`src/rtl/serial_add_seq.sv`:
```
// Bit-serial operand sequencer and result collector for a registered one-bit adder.
// Optional initial-carry input port enabled by defining SERIAL_ADD_CIN_EN.
module serial_add_seq #(
  parameter int WIDTH = 8
) (
  input  logic             clk,
  input  logic             rst_n,
  input  logic             start,
  input  logic [WIDTH-1:0] op_a,
  input  logic [WIDTH-1:0] op_b,
`ifdef SERIAL_ADD_CIN_EN
  input  logic             carry_in,
`endif
  output logic             busy,
  output logic             done,
  output logic [WIDTH-1:0] result,
  output logic             carry_out,
  output logic             add_a,
  output logic             add_b,
  output logic             add_cin,
  input  logic             add_sum,
  input  logic             add_cout
);

  localparam int IW = $clog2(WIDTH) + 1;
  localparam logic [IW-1:0] LAST = IW'(WIDTH - 1);

  typedef enum logic [1:0] {IDLE, RUN, DONE} state_t;

  state_t           r_state;
  logic [WIDTH-1:0] r_sh_a;
  logic [WIDTH-1:0] r_sh_b;
  logic [WIDTH-1:0] r_result;
  logic [IW-1:0]    r_issue_idx;
  logic [IW-1:0]    r_cap_idx;
  logic             r_first;
  logic             r_cin_init;
  logic             r_busy;
  logic             r_done;
  logic             r_carry_out;
  logic             r_add_a;
  logic             r_add_b;
  logic             w_cin_now;

`ifdef SERIAL_ADD_CIN_EN
  assign w_cin_now = carry_in;
`else
  assign w_cin_now = 1'b0;
`endif

  // The carry loop closes through the adder's registered cout once bit 0 has been sampled.
  assign add_cin   = r_first ? r_cin_init : add_cout;
  assign busy      = r_busy;
  assign done      = r_done;
  assign result    = r_result;
  assign carry_out = r_carry_out;
  assign add_a     = r_add_a;
  assign add_b     = r_add_b;

  always_ff @(posedge clk or negedge rst_n) begin
    if (!rst_n) begin
      r_state     <= IDLE;
      r_sh_a      <= '0;
      r_sh_b      <= '0;
      r_result    <= '0;
      r_issue_idx <= '0;
      r_cap_idx   <= '0;
      r_first     <= 1'b1;
      r_cin_init  <= 1'b0;
      r_busy      <= 1'b0;
      r_done      <= 1'b0;
      r_carry_out <= 1'b0;
      r_add_a     <= 1'b0;
      r_add_b     <= 1'b0;
    end else begin
      r_done <= 1'b0;
      case (r_state)
        IDLE, DONE: begin
          if (start) begin
            r_sh_a      <= op_a >> 1;
            r_sh_b      <= op_b >> 1;
            r_add_a     <= op_a[0];
            r_add_b     <= op_b[0];
            r_issue_idx <= '0;
            r_cap_idx   <= '0;
            r_first     <= 1'b1;
            r_cin_init  <= w_cin_now;
            r_busy      <= 1'b1;
            r_state     <= RUN;
          end else begin
            r_state <= IDLE;
          end
        end
        RUN: begin
          r_first <= 1'b0;
          if (r_issue_idx != LAST) begin
            r_issue_idx <= r_issue_idx + 1'b1;
            r_add_a     <= r_sh_a[0];
            r_add_b     <= r_sh_b[0];
            r_sh_a      <= r_sh_a >> 1;
            r_sh_b      <= r_sh_b >> 1;
          end else begin
            r_add_a <= 1'b0;
            r_add_b <= 1'b0;
          end
          // Capture lags issue by one edge because the adder output is registered.
          if (!r_first) begin
            for (int k = 0; k < WIDTH; k++) begin
              if (r_cap_idx == IW'(k)) r_result[k] <= add_sum;
            end
            if (r_cap_idx == LAST) begin
              r_carry_out <= add_cout;
              r_busy      <= 1'b0;
              r_done      <= 1'b1;
              r_state     <= DONE;
            end else begin
              r_cap_idx <= r_cap_idx + 1'b1;
            end
          end
        end
        default: r_state <= IDLE;
      endcase
    end
  end

endmodule

```
`config.mk`:
```
export PLATFORM = sky130hd
export DESIGN_NAME = serial_add_seq
export DESIGN_NICKNAME = d
export VERILOG_FILES = /design/src/rtl/serial_add_seq.sv
export SDC_FILE = /design/constraint.sdc
export NUM_CORES = 1
export LEC_CHECK = 0
export CAP_MARGIN = 10
export CORE_MARGIN = 2
export CORE_UTILIZATION = 40
export DETAILED_ROUTE_END_ITERATION = 10
export GPL_TIMING_DRIVEN = 0
export MAX_ROUTING_LAYER = met4
export SYNTH_ARGS = -nofsm -noshare
export SYNTH_HDL_FRONTEND = slang
export SYNTH_SLANG_ARGS = --single-unit
```
`constraint.sdc`:
```
create_clock -name clk -period 2.26 [get_ports clk]
set_clock_uncertainty 0.15 [all_clocks]
set_input_delay 0.452 -clock clk [delete_from_list [all_inputs] [get_ports clk]]
set_output_delay 0.452 -clock clk [all_outputs]
set_load 0.005 [all_outputs]
```
* After elaboration in Yosys (flattened, before gate mapping)
Index checks and enable logic that the tools add are counted.
** Operators by class
- Bitwise operators :: 1
- Add/sub/neg operators :: 2
- $mul :: 0
- Reduce and logical (&&, ||, !) cells :: 17
- Divide/modulo/power cells :: 0
- Shifts and indexed selects :: 0
- Mux-type cells :: 31
- Equality and inequality tests :: 15
- Magnitude comparators :: 0
** Operators with widths (count)
- $mux W8 :: 4
- $pmux W8 S2 :: 2
- $reduce_and A3 Y1 :: 9
- $eq A4 B3 Y1 const B :: 4
- $mux W4 :: 4
- $pmux W4 S2 :: 2
- $mux W1 :: 12
- $ne A2 B2 Y1 const B :: 5
- $add A4 B1 Y4 const B :: 2
- $eq A4 B2 Y1 const B :: 2
- $pmux W1 S2 :: 4
- $reduce_and A4 Y1 :: 2
- $eq A4 B1 Y1 const B :: 1
- $logic_not A4 Y1 :: 1
- $mux W2 :: 2
- $ne A4 B3 Y1 const B :: 1
- $pmux W2 S2 :: 1
- $reduce_and A2 Y1 :: 2
- $eq A2 B1 Y1 const B :: 1
- $eq A2 B2 Y1 const B :: 1
- $logic_not A2 Y1 :: 1
- $reduce_bool A2 Y1 :: 1
- $reduce_or A2 Y1 :: 1
- $not A1 Y1 :: 1
** Word-level totals
- Memories :: 0
- Logic and storage cells :: 85
- ROM bits :: 0
- Input port bits :: 21
- Memory bits (writable) :: 0
- Bits in registers :: 40
- Latch bits :: 0
- Output and inout bits :: 14

* Depth between registers and ports, before layout
- Depth after elaboration :: 4
- Depth in mapped cells :: 5
- Mapped depth without buffers :: 4

* Worst setup path after synthesis
No wires, ideal clock.
- Kind :: input to register
- Start :: in start
- End :: reg r_sh_a[3]
- Data arrival time :: 1555 ps
- Buffers on the path :: 2
- Library setup time :: 125 ps
- Data required time :: 1985 ps
- Slack :: 430 ps
- Stages :: 5
- Path through :: nor2b_1 clkbuf_1 a21oi_2 buf_4 mux2_2
** On the way
- Cells in the longest elaborated chain, start to end :: 2
** Ends and longest elaborated chain
- start: declaration :: line 8 : input logic start,
- $ne A2 B2 Y1 (no source line)
- $reduce_and A3 Y1 (no source line)
- end signal: assignment :: line 80 : r_sh_a <= op_a >> 1;
- end signal: assignment :: line 100 : r_sh_a <= r_sh_a >> 1;
- end: declaration :: line 31 : logic [WIDTH-1:0] r_sh_a;
Every way passes these cells.
A chain may end at the register's enable or synchronous reset.

* Final worst setup path
- Start :: in add_cout
- End :: out add_cin
** On the way
- Cells in the longest elaborated chain, start to end :: 1
** Ends and longest elaborated chain
- start: declaration :: line 22 : input logic add_cout
- $mux W1 :: line 52 : assign add_cin = r_first ? r_cin_init : add_cout;
- end: declaration :: line 20 : output logic add_cin,
Every way passes these cells.

==> impl_summary.log <==
[metrics] remaining max-slew budget at the tightest pin: 0.435
[metrics] Post-Syn Area: ~0.0018 sq mm
[metrics] All-Layer GR Usage: 0.165
[metrics] final clock period utilization by the worst path: 0.949
[metrics] via count: roughly 1300
[metrics] Arr. time, crit path: around 1.5 ns
[metrics] net count reported at finish: 217
[metrics] placed wire-length estimate: 2590 um
[metrics] max_cap viols: 0
[metrics] count of hold buffers inserted by post-cts repair: 0
[metrics] final critical-path setup slack: approximately 0.12 ns
[metrics] number of violations reported at the end of detailed-routing iteration 0: 82
[metrics] number of failing setup endpoints in the final timing report: 0
[metrics] antenna cells: 0
[metrics] NetSw: 1130 uW
[metrics] synthesized net count: ~170
[metrics] Cell Count Post-Placement: 232
[metrics] fraction of power consumed by the clock network: 0.159
[metrics] DR WL/cell: 15.4 um
[metrics] final wirelength: 3760 um
[metrics] internal power: 2320 uW
[metrics] number of antenna-violating nets in the routed design: 0
[metrics] Final Hold Fails: 0
[metrics] net switching fraction of the power: 0.328
[metrics] Post-Place Setup Slack: -0.318 ns
[metrics] clock tree from TritonCTS: built
[metrics] maximum frequency from static timing analysis: 0.466 GHz
[metrics] total number of clock tree sinks: 38
[metrics] I/O pin count: 35
[metrics] Longest Clk Path Bufs: 2
[metrics] DRC violation count after routing: 0
[metrics] RR Endpoint: r_sh_a[5]
[metrics] depth of the most critical reg-to-reg path: 5
[metrics] clock slew at reported path FFs: about 0.070 ns
[metrics] GPL Wtd Cong: 0.782
[metrics] routed vias/inst: 5.29
[metrics] per-instance average area after synthesis: 12.6 sq um
[metrics] simple-gate share of the synthesized area: 0.112
[metrics] class of the worst hold path: primary input to async pin
[metrics] antenna violations before repair: 0
[metrics] largest fanout on the critical path: 2
[metrics] total congestion overflow after global routing: 0
[metrics] synthesized-area fraction occupied by xor and xnor cells: 0.00476
[metrics] maximum number of pins on one net before global-route repair: 39
[metrics] # rows: 24
[metrics] fill cell count: 377
[metrics] wire length of the first global-routing pass: 6380 um
[metrics] fraction of synthesized area in multiplexers: 0.235
[metrics] critical path start-end classification: primary input to primary output
[metrics] vias in the first global route: 1375
[metrics] clock root buffer: sky130_fd_sc_hd__clkbuf_8
[metrics] part of the power in registers: 0.357
[metrics] gate count after technology mapping: 146
[metrics] most common cell after layout, fill and taps aside: sky130_fd_sc_hd__dfrtp_1
[metrics] adder-cell share of the synthesized area: 0.0340
[metrics] CP Launch Type: primary input
[metrics] Synth warnings: 0
[metrics] library cells used by synthesis: 33
[metrics] highest-count cells in the layout ignoring fill and taps: 37 x sky130_fd_sc_hd__dfrtp_1, 33 x sky130_fd_sc_hd__mux2_2, 33 x sky130_fd_sc_hd__clkdlybuf4s50_1
[metrics] main combinational cell family by area after synthesis: multiplexers
[metrics] measured slew at the worst slew-check pin: between 0.8 and 0.9 ns
[metrics] share of total power in combinational logic: 0.483
[metrics] required time worst endpoint: roughly 1.7 ns
[metrics] total core area: 0.00438 sq mm
[metrics] pwr/cell area: 1450 mW/mm^2
[metrics] Slew Viols, Final: 0
[metrics] sequential-to-total area share from yosys stat: 0.518
[metrics] final critical path time including I/O delays and setup: 2.14 ns
[metrics] register-to-register path setup slack: 0.19 ns
[metrics] overall die height: 71.8 um
[metrics] TritonCTS buffer count: 5
[metrics] total of flip-flops plus latches after synthesis: 38
[metrics] leak pwr: 0.00105 uW
[metrics] number of H-tree levels: 2
[metrics] result of the run: finished clean
[metrics] CP endpoint kind: primary output
[metrics] IR Drop Worst-Case VDD: 0.827 mV
[metrics] worst reg2reg startpoint: r_state[1]
[metrics] Port-buffer cells: 34
[metrics] Die Footprint: 0.00516 sq mm
[metrics] Initial DRT Pass Iterations: 4
[metrics] fraction of layout cells with a size suffix above 1: 0.302
[metrics] clock latency of the later-clocked register in the worst-skew pair: 0.29 ns
[metrics] initial core utilization: 0.420
[metrics] fin cells: 244
[metrics] setup repair after global routing missed its margin: false
[metrics] complex-gate fraction of the synthesized area: 0.0599
[metrics] Die Wd: 71.8 um
[metrics] layout overhead on the synthesized area: 29.8%
-- power groups by stage --
stage	clock network [uW]	logic (uW)	registers [uW]
floorplan	0	1090	1200
global placement	0	1550	1220
detailed placement	0	1600	1240
CTS	560	1620	1230
global route	597	1830	1280
finish	550	1670	1230
-- final cells by class --
type | count | area [sq um] | share of cell area
Inverter | 5 | 18.8 | 0.00786
Tap cell | 52 | 65.1 | 0.0273
Buffer | 7 | 48.8 | 0.0204
Sequential cell | 38 | 952 | 0.399
Clock buffer | 8 | 110 | 0.0461
Timing Repair Buffer | 38 | 365 | 0.153
Multi-Input combinational cell | 96 | 827 | 0.346
-- how the worst max path moves through the flow --
stage	cells past startpoint	to	from	slack, ns
2_1_floorplan	5	r_sh_a[3]	start	0.43
3_3_place_gp	1	done	rst_n	-0.29
5_1_grt	3	add_cin	add_cout	0.04
3_5_place_dp	6	r_sh_a[4]	start	-0.32
4_1_cts	6	r_sh_a[4]	start	0.09
6_report	3	add_cin	add_cout	0.12
-- critical path, cell delays in order --
cell and delay (ns):
sky130_fd_sc_hd__clkdlybuf4s50_1 0.47, sky130_fd_sc_hd__nor2b_1 0.12, sky130_fd_sc_hd__clkdlybuf4s50_1 0.50
-- per-layer routing --
metal | global-route usage | up-vias | wire length [um]
li1 | - | 609 | -
met1 | 0.214 | 654 | 1760
met2 | 0.254 | 22 | 1820
met3 | 0.0352 | 5 | 137
met4 | 0.0608 | 0 | 39
met5 | - | - | 0
-- flip-flops by register name, indices dropped and copies added (netlist names) --
register / count
r_sh_a: 7
result: 8
add_b: 1
r_state: 2
add_a: 1
r_sh_b: 7
r_issue_idx: 4
busy: 1
r_first: 1
carry_out: 1
done: 1
r_cap_idx: 4
-- synth_stat cells, drive strengths merged --
cell	n	area, sq um
nand3	10	50.1
a32o	2	20.0
nand3b	2	15.0
mux2i	3	30.0
mux2	35	402
a21oi	3	18.8
a31oi	2	12.5
nand2b	3	18.8
o21ai	3	15.0
a22o	2	17.5
a221o	1	10.0
dfstp	1	26.3
and2b	1	7.51
ha	5	62.6
nor2b	3	18.8
dfrtp	37	926
nor3b	3	22.5
and2	1	6.26
and3	1	6.26
clkbuf	1	3.75
or4	1	11.3
a21o	2	16.3
nor2	1	3.75
inv	5	18.8
nand2	7	26.3
buf	6	45.0
nor3	4	20.0
xnor2	1	8.76
-- what timing repair did --
item | 4_1_cts | 5_1_grt
setup endpoints to repair | 5 | 6
gates cloned | 0 | 0
pin swaps | 0 | 0
buffers inserted | 0 | 4
gates resized for setup | 1 | 0
-- through the flow --
| step | power (uW) | utilization | setup TNS (ns) | area (sq um) | hold WS, ns |
|---|---|---|---|---|---|
| 2_1_floorplan | 2290 | - | 0 | 1840 | 0.00641 |
| 3_3_place_gp | 2770 | 0.512 | -12.94 | 2240 | 0.319 |
| 3_5_place_dp | 2840 | 0.511 | -2.72 | 2240 | 0.331 |
| 4_1_cts | 3410 | 0.538 | 0 | 2360 | 0.150 |
| 5_1_grt | 3710 | 0.545 | 0 | 2390 | 0.185 |
| 6_report | 3450 | 0.545 | 0 | 2390 | 0.114 |
-- cells by family after synthesis --
family / count (synthesis)
xor+xnor: 1
compound gates: 15
fa+ha+maj: 5
mux: 38
buf+inv: 12
simple gates: 37
flops: 38
Note: power is estimated with default switching activity, not from simulation.
